===== src/rtl/link_rx_inject_buffer.sv =====
// link_rx_inject_buffer
//   Receive-side end of an inter-node link. Packets recovered by the link
//   receiver are buffered in a show-ahead FIFO and offered to the switch's
//   inject port. Freed slots are returned to the remote transmitter as
//   batched credits. A link-training FSM gates acceptance, and an overflow
//   latches a sticky error state that only reset clears.
//
// Handshakes:
//   inject/InjectSlotAvail: the FIFO head is offered on inject whenever the
//   FIFO holds a packet. When InjectSlotAvail is high in that cycle,
//   inject_receive goes high and the packet is consumed at the next clock
//   edge. No state is kept from one offer to the next.
//
// Ports:
//   clk, rst         clock; asynchronous active-high reset
//   rx_par_data      packet from the link receiver (MSB = valid flag)
//   rx_ready         link up and buffer accepting
//   inject           packet offered to the switch (0 when the FIFO is empty)
//   inject_receive   inject is valid and is consumed this cycle
//   InjectSlotAvail  switch input slot free this cycle
//   credit_return    one-cycle pulse per CreditBatch freed slots
//   fifo_count       registered occupancy, 0..FIFODepth
//   link_up          FSM is in UP
//   overflow_err     sticky overflow-drop flag
//   dbg_state        current FSM state, for debug observation
module link_rx_inject_buffer #(
  parameter int DataWidth   = 256,
  parameter int FIFODepth   = 8,
  parameter int AddrWidth   = 3,
  parameter int CreditBatch = 2,
  parameter int TrainCycles = 4
) (
  input  logic                 clk,
  input  logic                 rst,
  input  logic [DataWidth-1:0] rx_par_data,
  output logic                 rx_ready,
  output logic [DataWidth-1:0] inject,
  output logic                 inject_receive,
  input  logic                 InjectSlotAvail,
  output logic                 credit_return,
  output logic [AddrWidth:0]   fifo_count,
  output logic                 link_up,
  output logic                 overflow_err,
  output logic [1:0]           dbg_state
);

  typedef enum logic [1:0] {
    ST_TRAIN = 2'd0,
    ST_UP    = 2'd1,
    ST_ERR   = 2'd2
  } state_e;

  localparam logic [AddrWidth:0] DEPTH_C    = (AddrWidth+1)'(FIFODepth);
  localparam logic [AddrWidth:0] BATCH_C    = (AddrWidth+1)'(CreditBatch);
  localparam logic [7:0]         TRAIN_LAST = 8'(TrainCycles - 1);

  state_e                 state_q, state_d;
  logic [7:0]             train_q, train_d;
  logic                   ovf_q, ovf_d;
  logic [AddrWidth-1:0]   wr_q, rd_q;
  logic [AddrWidth:0]     count_q, count_d;
  logic [AddrWidth:0]     pend_q, pend_d, pend_sum;
  logic                   credit_q, credit_d;
  logic [DataWidth-1:0]   mem_q [FIFODepth];

  logic word_valid;
  logic fifo_full;
  logic fifo_nonempty;
  logic push;
  logic pop;

  assign word_valid    = rx_par_data[DataWidth-1];
  assign fifo_full     = (count_q == DEPTH_C);
  assign fifo_nonempty = (count_q != '0);
  assign pop           = fifo_nonempty && InjectSlotAvail;

  // FSM next state, acceptance and push decision.
  always_comb begin
    state_d  = state_q;
    train_d  = train_q;
    ovf_d    = ovf_q;
    push     = 1'b0;
    rx_ready = 1'b0;
    unique case (state_q)
      ST_TRAIN: begin
        if (word_valid) begin
          // Any valid word during training restarts the idle run; the word is dropped.
          train_d = '0;
        end else if (train_q == TRAIN_LAST) begin
          state_d = ST_UP;
          train_d = '0;
        end else begin
          train_d = train_q + 8'd1;
        end
      end
      ST_UP: begin
        // A pop in the same cycle frees a slot, so a full FIFO still accepts.
        rx_ready = !fifo_full || pop;
        if (word_valid) begin
          if (fifo_full && !pop) begin
            state_d = ST_ERR;
            ovf_d   = 1'b1;
          end else begin
            push = 1'b1;
          end
        end
      end
      ST_ERR: begin
        // Incoming words are dropped; the FIFO keeps draining.
      end
      default: state_d = ST_TRAIN;
    endcase
  end

  always_comb begin
    count_d = count_q;
    unique case ({push, pop})
      2'b10:   count_d = count_q + 1'b1;
      2'b01:   count_d = count_q - 1'b1;
      default: count_d = count_q;
    endcase
  end

  // Pending frees below one batch are carried so no credit is ever lost.
  always_comb begin
    pend_sum = pend_q + {{AddrWidth{1'b0}}, pop};
    credit_d = (pend_sum >= BATCH_C);
    pend_d   = credit_d ? (pend_sum - BATCH_C) : pend_sum;
  end

  always_ff @(posedge clk or posedge rst) begin
    if (rst) begin
      state_q  <= ST_TRAIN;
      train_q  <= '0;
      ovf_q    <= 1'b0;
      wr_q     <= '0;
      rd_q     <= '0;
      count_q  <= '0;
      pend_q   <= '0;
      credit_q <= 1'b0;
    end else begin
      state_q  <= state_d;
      train_q  <= train_d;
      ovf_q    <= ovf_d;
      count_q  <= count_d;
      pend_q   <= pend_d;
      credit_q <= credit_d;
      // Depth is a power of two, so pointers wrap naturally.
      if (push) wr_q <= wr_q + 1'b1;
      if (pop)  rd_q <= rd_q + 1'b1;
    end
  end

  // Storage needs no reset: entries are only read when count says they are live.
  always_ff @(posedge clk) begin
    if (push) mem_q[wr_q] <= rx_par_data;
  end

  always_comb begin
    inject = '0;
    if (fifo_nonempty) begin
      inject = mem_q[rd_q];
      if (pop) inject[DataWidth-1] = 1'b1;
    end
  end

  assign inject_receive = pop;
  assign credit_return  = credit_q;
  assign fifo_count     = count_q;
  assign link_up        = (state_q == ST_UP);
  assign overflow_err   = ovf_q;
  assign dbg_state      = state_q;

endmodule

===== config.mk =====
export PLATFORM = sky130hd
export DESIGN_NAME = link_rx_inject_buffer
export DESIGN_NICKNAME = d
export VERILOG_FILES = /design/src/rtl/link_rx_inject_buffer.sv
export SDC_FILE = /design/constraint.sdc
export NUM_CORES = 2
export LEC_CHECK = 0
export ABC_AREA = 1
export CAP_MARGIN = 20
export CELL_PAD_IN_SITES_DETAIL_PLACEMENT = 0
export CELL_PAD_IN_SITES_GLOBAL_PLACEMENT = 2
export CORE_MARGIN = 3
export CORE_UTILIZATION = 25
export CTS_BUF_LIST = sky130_fd_sc_hd__clkbuf_16
export DETAILED_ROUTE_END_ITERATION = 8
export GPL_TIMING_DRIVEN = 0
export PLACE_DENSITY = 0.54
export SLEW_MARGIN = 30
export SYNTH_ARGS = -nofsm -noshare
export SYNTH_HDL_FRONTEND = slang
export SYNTH_SLANG_ARGS = --single-unit

===== constraint.sdc =====
create_clock -name clk -period 16.2 [get_ports clk]
set_clock_uncertainty 0.1 [all_clocks]
set_input_delay 3.24 -clock clk [delete_from_list [all_inputs] [get_ports clk]]
set_output_delay 3.24 -clock clk [all_outputs]
set_load 0.02 [all_outputs]

==> results.cfg <==
[setup_path]
crit_type = in -> out
cp_cell_sequence = clkdlybuf4s50_1, nand2_1, inv_1, clkdlybuf4s50_1
critical-path-slowest-cell = clkdlybuf4s50_1
critical_path_peak_fanout = 5
reg2reg_from = dbg_state[0]$_DFFE_PP0P_
reg2regPathDepth = 14
cp.required_ps = 12860
startpoint = InjectSlotAvail
rrSetupSlack_ps = 12450
path_common_cell = clkdlybuf4s50_1
critPathMaxStageDelay_ps = 680
worst_ep_arrival_time_ps = 5010
worstReg2RegEnd = mem_q[3][126]$_DFFE_PP_
critPathCaptureType = output port
start_kind = primary input

[clock_network]
tritoncts = built
cts_sinks = 2074
root_buffer = clkbuf_16
cts.clk_slew.worst_paths_ps = 60
max-clock-path-buffers = 4
numCtsBuffers = 237
postCtsSetupBuffers = 0
cts_resized = 0
hold_buffers = 0
h-tree-depth = 4
insertion_delay_ps = 860

[sta]
hold_viol = 0
setup-tns-final_ps = 0
setup_violations = 0
min_period_ps = 8350
finalMaxSlewViolations = 0
tightest_slew_ps = 907
period_share_pct = 51.5
fmax_ghz = 0.120
rsz0062_at_grt = false
slew_headroom_pct = 39.5

[synth]
syn_area_um2 = 81500
synth_area_leader_cell = edfxtp_1
synth_top_family_by_area = compound AO/OA/AOI/OAI gates
yosysSeqAreaShare_pct = 76.2
synthSimpleGateAreaFrac_pct = 9.92
synth_fa_ha_area_share_pct = 0.138
syn_inst = 6245
yosysWarnings = 0
avgSynthCellArea_um2 = 13.1
synthMuxAreaShare_pct = 0
ys_types = 27
synth-compound-area-share_pct = 10.7
syn-num-nets = 6513
synth-xor-area-share_pct = 0.118
yosysTopAreaCellShare_pct = 75.4
ys_ff_latch = 2074
ys_top_cells_by_area = edfxtp_1 (75%), nor2_1 (8.3%), o21ai_0 (5.2%), o211ai_1 (2.3%), o22ai_1 (2.0%)

[drt]
via_count = 53600
dr.pass1.iters = 5
wl_um = 297000
drtAntennaViolNets = 0
routed_via_density = 4.58
drt-initial-drc-count = 4311
route.detailed.drc = 0
wl_per_cell_um = 25.4

[worst_hold_path]
holdPathStages = 2
worstHoldPathType = reg -> reg
min-delay-start = overflow_err$_DFFE_PP0P_
whs_endpoint = overflow_err$_DFFE_PP0P_

[floorplan]
chipWidth_um = 577
initial_core_util_pct = 25.1
fp.dieH_um = 577
rows = 209
pin_count = 526
coreArea_um2 = 324000
dieArea_um2 = 333000

[power]
powerDensity_nw_per_um2 = 107
p_switching_mw = 2.30
netSwitchingFraction_pct = 20.8
p_leak_nw = 33.8
clock_power_share_pct = 45.5
share_seq_of_total_power_pct = 53.2
intPower_mw = 8.77
power_frac_comb_pct = 1.3
max-vdd-ir-drop_mv = 0.0810

[placed_design]
portBuffers = 525
gp_congestion = 0.746
hpwl_um = 200000

[global_routing]
track_usage_pct = 17.3
grt.overflow.total = 0
grt_antenna_before_repair = 86
grt_pass1_vias = 52900
grt_start_max_net_pins = 27
grt_pass1_wl_um = 414000

[flow_run]
drv_cap = 0

[finish]
syn2layout_area_growth_pct = 27.5
utilization_pct = 32.1
layout_commonest_cell = edfxtp_1
layout_common_cells = edfxtp_1 (2048), nor2_1 (1804), o21ai_0 (852)
final_nets = 7442
drive_above_1_share_pct = 9.27
n_fill_cell = 32300

[status]
run_status = finished clean
final cells by class:
type                       count  area (um^2)  area share (%)
sequential                  2074        62100            59.8
clock buffer                 238         5960            5.73
buffer                       425         2250            2.17
multi-input combinational   3707        17100            16.4
clock inverter               193         1240            1.20
tap                         4325         5410            5.21
inverter                      39          149           0.143
timing repair buffer         690         9670            9.30
antenna                       22         55.1          0.0530
critical path, delay by kind of cell:
kind	cells	cell delay, ps
buffers and inverters	3	1560
AND/OR/NAND/NOR	1	200
flip-flops by register name (all words and copies together) (netlist names):
name and count:
overflow_err 1, rd_q 3, train_q 8, credit_return 1, mem_q 2048, dbg_state 2
wr_q 3, pend_q 4, fifo_count 4
power groups by stage:
stage | Clock, mW | Sequential [mW] | Combinational, mW
after floorplan | 0 | 6.01 | 0.00250
after global placement | 0 | 6.01 | 0.136
after detailed placement | 0 | 6.01 | 0.141
after CTS | 5.20 | 5.89 | 0.142
after global routing | 5.39 | 5.89 | 0.152
final | 5.04 | 5.89 | 0.139
synthesized netlist by cell type:
master    instances
edfxtp_1       2048
nor2_1         1812
o21ai_0         852
nand2_1         310
o22ai_1         256
o211ai_1        251
clkbuf_1        220
o21ai_1         175
buf_2            95
buf_6            50
inv_1            38
buf_4            32
buf_1            26
dfrtp_1          26
nand3_1          16
ha_1              9
xor2_1            6
o211ai_2          5
xnor2_1           5
nand4_1           4
a21oi_1           3
buf_12            1
clkbuf_2          1
inv_4             1
nand3b_1          1
o21bai_1          1
or2_2             1
layer usage:
metal / vias up / track usage, % / part of all wire [%]
met1: 27000 / 24.3 / 46
met4: 48 / 4.24 / 2.3
met5: - / 0 / 0.11
met2: 1439 / 27.5 / 46
met3: 426 / 3.47 / 6.0
li1: 24700 / - / -
stage by stage:
stage,hold WS [ps],instance area [um^2],power [mW],worst slack [ps],instances
4_1_cts,374,104000,11.2,7850,11700
3_3_place_gp,354,92200,6.14,-14340,11100
2_1_floorplan,343,81500,6.01,708,6245
3_5_place_dp,358,96700,6.15,7890,11300
6_report,372,104000,11.1,7850,11700
5_1_grt,399,104000,11.4,7810,11700
how the worst max path moves through the flow:
stage	slack [ps]	endpoint
6_report	7850	inject_receive
5_1_grt	7810	inject_receive
4_1_cts	7850	inject[169]
3_5_place_dp	7890	inject_receive
3_3_place_gp	-14340	mem_q[3][126]$_DFFE_PP_
2_1_floorplan	710	mem_q[0][0]$_DFFE_PP_
kinds of logic after synthesis:
family,after synthesis
simple gates,2144
flops,2074
compound gates,1543
buf+inv,464
xor+xnor,11
fa+ha+maj,9
Note: power is estimated with default switching activity, not from simulation.
